**src/rtl/raster_stamp_serializer.sv**
```systemverilog
// ---------------------------------------------------------------------------
// raster_stamp_serializer
//
// Purpose:
//   Takes one batch of OUTPUT_QUADS raster stamps per input handshake and
//   emits only the covered stamps (non-zero coverage mask), one per cycle and
//   in ascending slot order, on a single-stamp output stream. A batch with no
//   covered stamp is accepted in one cycle and dropped. Also provides a busy
//   flag and two wrap-around performance counters.
//
// Handshake:
//   A transfer happens on a rising clk edge where valid and ready are both
//   high. Once valid_out is raised it stays high, with stamp_out unchanged,
//   until the stamp is taken. ready_in may depend combinationally on
//   ready_out, so that a new batch can load on the same edge that the last
//   pending stamp leaves.
//
// Ports:
//   clk                 clock, rising edge
//   reset               asynchronous, active-low reset
//   valid_in            input batch valid
//   stamps_in           input batch, slot i = stamps_in[i]
//   ready_in            batch accepted when valid_in && ready_in
//   valid_out           output stamp valid
//   stamp_out           current output stamp (0 when nothing is pending)
//   ready_out           output stamp consumed when valid_out && ready_out
//   busy_out            stamps pending or a batch offered at the input
//   perf_stamps_out     count of emitted stamps (wraps)
//   perf_empty_batches  count of accepted batches with no covered stamp (wraps)
// ---------------------------------------------------------------------------

package raster_stamp_pkg;

    typedef struct packed {
        logic [7:0] prim_id;
        logic [9:0] y;
        logic [9:0] x;
        logic [3:0] mask;
    } raster_stamp_t;

endpackage

module raster_stamp_serializer
    import raster_stamp_pkg::*;
#(
    parameter int OUTPUT_QUADS  = 4,
    parameter int PERF_CTR_BITS = 32
) (
    input  logic                                  clk,
    input  logic                                  reset,
    input  logic                                  valid_in,
    input  raster_stamp_t [OUTPUT_QUADS-1:0]      stamps_in,
    output logic                                  ready_in,
    output logic                                  valid_out,
    output raster_stamp_t                         stamp_out,
    input  logic                                  ready_out,
    output logic                                  busy_out,
    output logic [PERF_CTR_BITS-1:0]              perf_stamps_out,
    output logic [PERF_CTR_BITS-1:0]              perf_empty_batches
);

    raster_stamp_t [OUTPUT_QUADS-1:0] batch_q;
    logic [OUTPUT_QUADS-1:0]          pend_q;
    logic [OUTPUT_QUADS-1:0]          pend_lowest;
    logic [OUTPUT_QUADS-1:0]          pend_in;
    logic                             last;
    logic                             accept;
    logic                             out_fire;

    // Isolate the lowest pending slot; this is the one on the output.
    assign pend_lowest = pend_q & (~pend_q + OUTPUT_QUADS'(1));

    // Exactly one bit left: clearing the lowest bit leaves nothing.
    assign last = (pend_q != '0) && ((pend_q & (pend_q - OUTPUT_QUADS'(1))) == '0);

    assign valid_out = |pend_q;
    assign ready_in  = (pend_q == '0) || (ready_out && last);
    assign busy_out  = (pend_q != '0) || valid_in;

    assign accept   = valid_in && ready_in;
    assign out_fire = valid_out && ready_out;

    // pend_lowest is one-hot or zero, so at most one slot is selected and the
    // output is zero when nothing is pending.
    always_comb begin
        stamp_out = '0;
        for (int i = 0; i < OUTPUT_QUADS; i++) begin
            if (pend_lowest[i]) begin
                stamp_out = batch_q[i];
            end
        end
    end

    always_comb begin
        pend_in = '0;
        for (int i = 0; i < OUTPUT_QUADS; i++) begin
            pend_in[i] = (stamps_in[i].mask != 4'd0);
        end
    end

    // Accept only happens when the old batch is finished (or finishing this
    // cycle), so the load simply overwrites the pending bitmap.
    always_ff @(posedge clk or negedge reset) begin
        if (!reset) begin
            pend_q             <= '0;
            perf_stamps_out    <= '0;
            perf_empty_batches <= '0;
        end else begin
            if (accept) begin
                pend_q <= pend_in;
            end else if (out_fire) begin
                pend_q <= pend_q & ~pend_lowest;
            end

            if (out_fire) begin
                perf_stamps_out <= perf_stamps_out + PERF_CTR_BITS'(1);
            end

            if (accept && (pend_in == '0)) begin
                perf_empty_batches <= perf_empty_batches + PERF_CTR_BITS'(1);
            end
        end
    end

    // Stamp payload storage; only meaningful where pend_q has a bit set.
    always_ff @(posedge clk) begin
        if (accept) begin
            batch_q <= stamps_in;
        end
    end

endmodule

```
**config.mk**
```make
export PLATFORM = sky130hd
export DESIGN_NAME = raster_stamp_serializer
export DESIGN_NICKNAME = d
export VERILOG_FILES = /design/src/rtl/raster_stamp_serializer.sv
export SDC_FILE = /design/constraint.sdc
export NUM_CORES = 1
export LEC_CHECK = 0
export ABC_AREA = 1
export BUFFER_PORTS_ARGS = -buffer_cell sky130_fd_sc_hd__buf_2
export CORE_ASPECT_RATIO = 1.5
export CORE_MARGIN = 2
export CORE_UTILIZATION = 53
export DETAILED_ROUTE_END_ITERATION = 8
export PLACE_DENSITY_LB_ADDON = 0.25
export SLEW_MARGIN = 10
export SYNTH_ARGS = -nofsm -noshare
export SYNTH_HDL_FRONTEND = slang
export SYNTH_SLANG_ARGS = --single-unit
```
**constraint.sdc**
```tcl
create_clock -name clk -period 4.9 [get_ports clk]
set_clock_uncertainty 0.2 [all_clocks]
set_input_delay 0 -clock clk [delete_from_list [all_inputs] [get_ports clk]]
set_output_delay 0 -clock clk [all_outputs]
set_load 0.05 [all_outputs]
```
After elaboration in Yosys (flattened, before gate mapping) --
Cells that the tools add are included.
Word-level totals: register bits 196, input bits 132, output and inout port bits 99, word-level logic and storage cells 51
Operators by class: add/subtract/negate cells 4, muxes and demuxes 6, bitwise logic cells 5, reductions and logical operators 17
Operators with widths (count):
- two-way mux 32 bit | 4
- adder 32 x 1 -> 32 bit, second input constant | 2
- nonzero test 4 bit | 5
- AND 4 bit | 3
- logical NOT 4 bit | 3
- two-way mux 4 bit | 2
- inverter 4 bit | 2
- logical AND 1 bit | 5
- adder 4 x 1 -> 4 bit, second input constant | 1
- OR reduction 4 bit | 1
- subtractor 4 x 1 -> 4 bit, second input constant | 1
- logical OR 1 bit | 2
- nonzero test 2 bit | 1

Depth between registers and ports, before layout --
word-level depth 8, depth in mapped cells 11, gate-level depth less buffers 10

Least setup slack after synthesis --
No wires, ideal clock.
path kind register to register, start register pend_q[0], end register batch_q[0] (netlist bit) (enable), library setup time 0.481 ns, arrival time 3.828 ns, path slack 0.391 ns, stages on the path, launching flop included 7, clock period less this slack 4.509 ns, cell sequence dfrtp_1 buf_6 nor2_8 nand2_2 nand2_2 nand2_4 inv_1
Between the ends: word-level cells in the longest chain between the ends 7
Ends and longest elaborated chain:
- from (decl) | line 63 | logic [OUTPUT_QUADS-1:0] pend_q;
- from (signal assigned) | line 110 | pend_q <= pend_in;
- from (signal assigned) | line 112 | pend_q <= pend_q & ~pend_lowest;
- subtractor 4 x 1 -> 4 bit | line 74 | assign last = (pend_q != '0) && ((pend_q & (pend_q - OUTPUT_QUADS'(1))) == '0);
- AND 4 bit | line 74
- logical NOT 4 bit | line 74
- logical AND 1 bit | line 74
- logical AND 1 bit | line 77 | assign ready_in = (pend_q == '0) || (ready_out && last);
- logical OR 1 bit (*) | line 77
- named net ready_in | line 53 | output logic ready_in,
- logical AND 1 bit (*) | line 80 | assign accept = valid_in && ready_in;
- named net accept | line 67 | logic accept;
- to (signal assigned) | line 128 | batch_q <= stamps_in;
- to (decl) | line 62 | raster_stamp_t [OUTPUT_QUADS-1:0] batch_q;
The timed path passes the listed nets; every way through them passes the cells marked *. A chain may end at the register's enable or synchronous reset.

==> flow_metrics.env <==
export IMPL_gp_congestion=0.952
export IMPL_timing_setup_critical_path_class="flip-flop to output pin"
export IMPL_number_of_buffers_inserted_during_clock_tree_synthesis=17
export IMPL_synth_largest_area_cell="sky130_fd_sc_hd__edfxtp_1"
export IMPL_wl_um=25900
export IMPL_cts_sinks=196
export IMPL_power_ir_vdd_worst_mv=0.436
export IMPL_final_layout_size_suffix_gt1_share_pct=21.5
export IMPL_met1_usage_pct=32.0
export IMPL_clkSlewWorstSetupHoldPaths_ns=0.08
export IMPL_critical_path_peak_fanout=34
export IMPL_main_flop_type_after_synthesis="sky130_fd_sc_hd__edfxtp_1"
export IMPL_timing_final_max_slew_violations=0
export IMPL_holdBufCountCts=132
export IMPL_hold_viol_final=0
export IMPL_hpwlAfterDp_um=16000
export IMPL_number_of_antenna_violations_at_the_first_check_in_global_routing=2
export IMPL_tritoncts_clock_tree="built"
export IMPL_worstSkewPairLatency_ns=0.43
export IMPL_routed_wl_per_cell_um=16.7
export IMPL_post_cts_repair_setup_buffers=0
export IMPL_nNetsFinal=1462
export IMPL_io_pins=231
export IMPL_core_rowCount=58
export IMPL_finalSetupViolations=0
export IMPL_cts_repair_resized=0
export IMPL_synth_area_per_cell_um2=9.30
export IMPL_max_cap_viol_count=0
export IMPL_rsz_0062_raised_after_global_routing="no"
export IMPL_grt_ovfl_total=0
export IMPL_grt_busiest_layer="met2"
export IMPL_clockBufferDepth=2
export IMPL_synth_top_cells_by_area="sky130_fd_sc_hd__edfxtp_1 (43%), sky130_fd_sc_hd__dfrtp_1 (19%), sky130_fd_sc_hd__nand2_1 (17%)"
export IMPL_cpMaxStageDelayCell="sky130_fd_sc_hd__inv_1"
export IMPL_cp_data_required_time_ns=4.70
export IMPL_final_period_utilization_pct=62.2
export IMPL_routed_via_count=8084
export IMPL_postLayoutCoreUtil_pct=73.3
export IMPL_startpoint_class_of_the_critical_path="flip-flop"
export IMPL_drt_pass1_iter_count=5
export IMPL_die_height_um=163
export IMPL_synth_top_area_share_pct=42.9
export IMPL_timing_hold_worst_class="input pin to flip-flop"
export IMPL_final_area_um2=12200
export IMPL_global_route_usage_total_pct=28.8
export IMPL_worst_slew_margin_rel_pct=19.0
export IMPL_ordered_list_of_cells_on_the_worst_path="buf_4 > inv_1 > nand3_1 > nand4_1 > buf_2"
export IMPL_final_period_minus_worst_setup_slack_ns=3.05
export IMPL_synth_lib_cells_used_distinct=28
export IMPL_fmaxAchievable_ghz=0.328
export IMPL_timing_critical_path_slowest_cell_delay_ns=0.93
export IMPL_power_per_cell_area_nw_per_um2=478
export IMPL_synth_top_cells_by_count="sky130_fd_sc_hd__nand2_1 (417), sky130_fd_sc_hd__edfxtp_1 (128), sky130_fd_sc_hd__nor2_1 (109)"
export IMPL_grt_use_met3_pct=5.47
export IMPL_cts_root_buffer_cell="sky130_fd_sc_hd__clkbuf_16"
export IMPL_worst_ep_arrival_time_ns=2.85
export IMPL_netlist_area_um2=8970
export IMPL_floorplan_die_width_um=110
export IMPL_synth_net_count=1098
export IMPL_power_leakage_nw=5.48
export IMPL_cts_max_level=4
export IMPL_dieArea_um2=18000
export IMPL_dr_first_iter_drc_count=452
export IMPL_synth_seq_area_share_pct=61.8
export IMPL_area_growth_syn_to_layout_pct=36.4
export IMPL_tns_ns=0
export IMPL_grt_first_pass_wirelength_um=39400
export IMPL_antenna_violating_nets_post_route=0
export IMPL_place_area_um2=10300
export IMPL_drt_vias_per_instance=5.21
export IMPL_largest_net_degree_at_the_start_of_global_routing=69
export IMPL_async_reset_ff_share_pct=34.7
export IMPL_syn_instance_count=964
export IMPL_first_global_vias=8067
export IMPL_start_util_pct=53.7
export IMPL_placement_io_buffers=230
export IMPL_synth_edf_count=128
export IMPL_synth_seq_cells=196
export IMPL_setup_worst_path_end_class="output pin"
export IMPL_drcViolationCount=0
export IMPL_fill_cells=1245
export IMPL_run_status="finished clean"
export IMPL_actual_slew_at_the_worst_max_slew_pin_ns=1.21
export IMPL_synth_most_common_cell="sky130_fd_sc_hd__nand2_1"
export IMPL_yosys_warnings=0
export IMPL_coreArea_um2=16700
export IMPL_global_route_usage_met2_pct=51.6
## cell usage in the layout (no fill, tap or decap), types with 2 or more instances in the layout
cell type and count:
sky130_fd_sc_hd__nand2_1 417, sky130_fd_sc_hd__buf_2 230, sky130_fd_sc_hd__dlygate4sd3_1 132, sky130_fd_sc_hd__edfxtp_1 128, sky130_fd_sc_hd__nor2_1 109, sky130_fd_sc_hd__dfrtp_1 68, sky130_fd_sc_hd__nand3_1 56, sky130_fd_sc_hd__inv_1 48
sky130_fd_sc_hd__nand4_1 34, sky130_fd_sc_hd__xor2_1 21, sky130_fd_sc_hd__clkbuf_16 17, sky130_fd_sc_hd__nand3b_1 14, sky130_fd_sc_hd__xnor2_1 12, sky130_fd_sc_hd__buf_4 8, sky130_fd_sc_hd__nor2_2 7, sky130_fd_sc_hd__and2_1 5
sky130_fd_sc_hd__clkinv_8 5, sky130_fd_sc_hd__nand2_2 4, sky130_fd_sc_hd__inv_6 4, sky130_fd_sc_hd__diode_2 2, sky130_fd_sc_hd__nor2_8 2, sky130_fd_sc_hd__inv_2 2, sky130_fd_sc_hd__o21ai_0 2, sky130_fd_sc_hd__ha_1 2
sky130_fd_sc_hd__inv_8 2, sky130_fd_sc_hd__clkinv_4 2
## critical path, delay by kind of cell (launching register included)
kind / cells / cell delay (ns)
buf+inv: 3 / 1.52
flops: 1 / 0.45
simple gates: 2 / 0.44
## path summary, 6_finish.rpt
| check | endpoint | slack, ns | startpoint | cells after the start |
|---|---|---|---|---|
| max | stamp_out[8] | 1.85 | pend_q[0] | 5 |
| min | batch_q[78] | 0.08 | stamps_in[78] | 2 |
| max reg2reg | batch_q[67] | 2.13 | pend_q[0] | 8 |
| min reg2reg | perf_stamps_out[3] | 0.32 | perf_stamps_out[3] | 1 |
| max in group asynchronous | perf_empty_batches[29] | 3.80 | reset | 3 |
| min in group asynchronous | perf_stamps_out[8] | 0.12 | reset | 3 |
## logic make-up after synthesis
kind of cell	count (synthesis)	share of synthesized area (%)
xor gates and xnor gates	33	3.22
DFF	196	61.8
and+or+nand+nor	653	30.7
buffers and inverters	76	3.70
adders and majority gates	2	0.279
AOI/OAI and AO/OA	3	0.195
muxes	1	0.112
## power by group
group          internal (mW)  leakage, nW  total, mW  switching, mW
sequential              2.14         2.12       2.26          0.119
combinational          0.498         3.07       2.18           1.68
clock                  0.694        0.294       1.40          0.709
## routing by layer
layer / up-vias / wire (um)
met2: 342 / 13600
met3: 88 / 1630
met4: 0 / 1150
met5: - / 0
li1: 3867 / -
met1: 3787 / 9520
## cell type report
class,count,area (um2),share of cell area (%)
diodes,2,5.00,0.0409
flip-flops and latches,196,5550,45.3
clock inverters,15,178,1.45
repair buffers,370,2530,20.7
inverters,51,194,1.59
well taps,210,263,2.15
multi-input cells,692,3090,25.3
clock buffers,17,425,3.48
## registers in the layout, summed over array words and instances, names as in the netlist
name,count
perf_empty_batches,32
pend_q,4
batch_q,128
perf_stamps_out,32
## metrics by stage
stage	instances	setup slack, ns	hold slack [ns]	power, mW
final	1553	1.85	0.0821	5.84
after global routing	1553	1.76	0.0771	6.09
after CTS	1551	1.93	0.0661	5.82
after detailed placement	1387	2.12	-0.0216	4.35
after global placement	1387	2.20	-0.0235	4.32
after floorplan	964	0.391	-0.496	3.83
No activity file was read; power rests on OpenSTA's default activity.
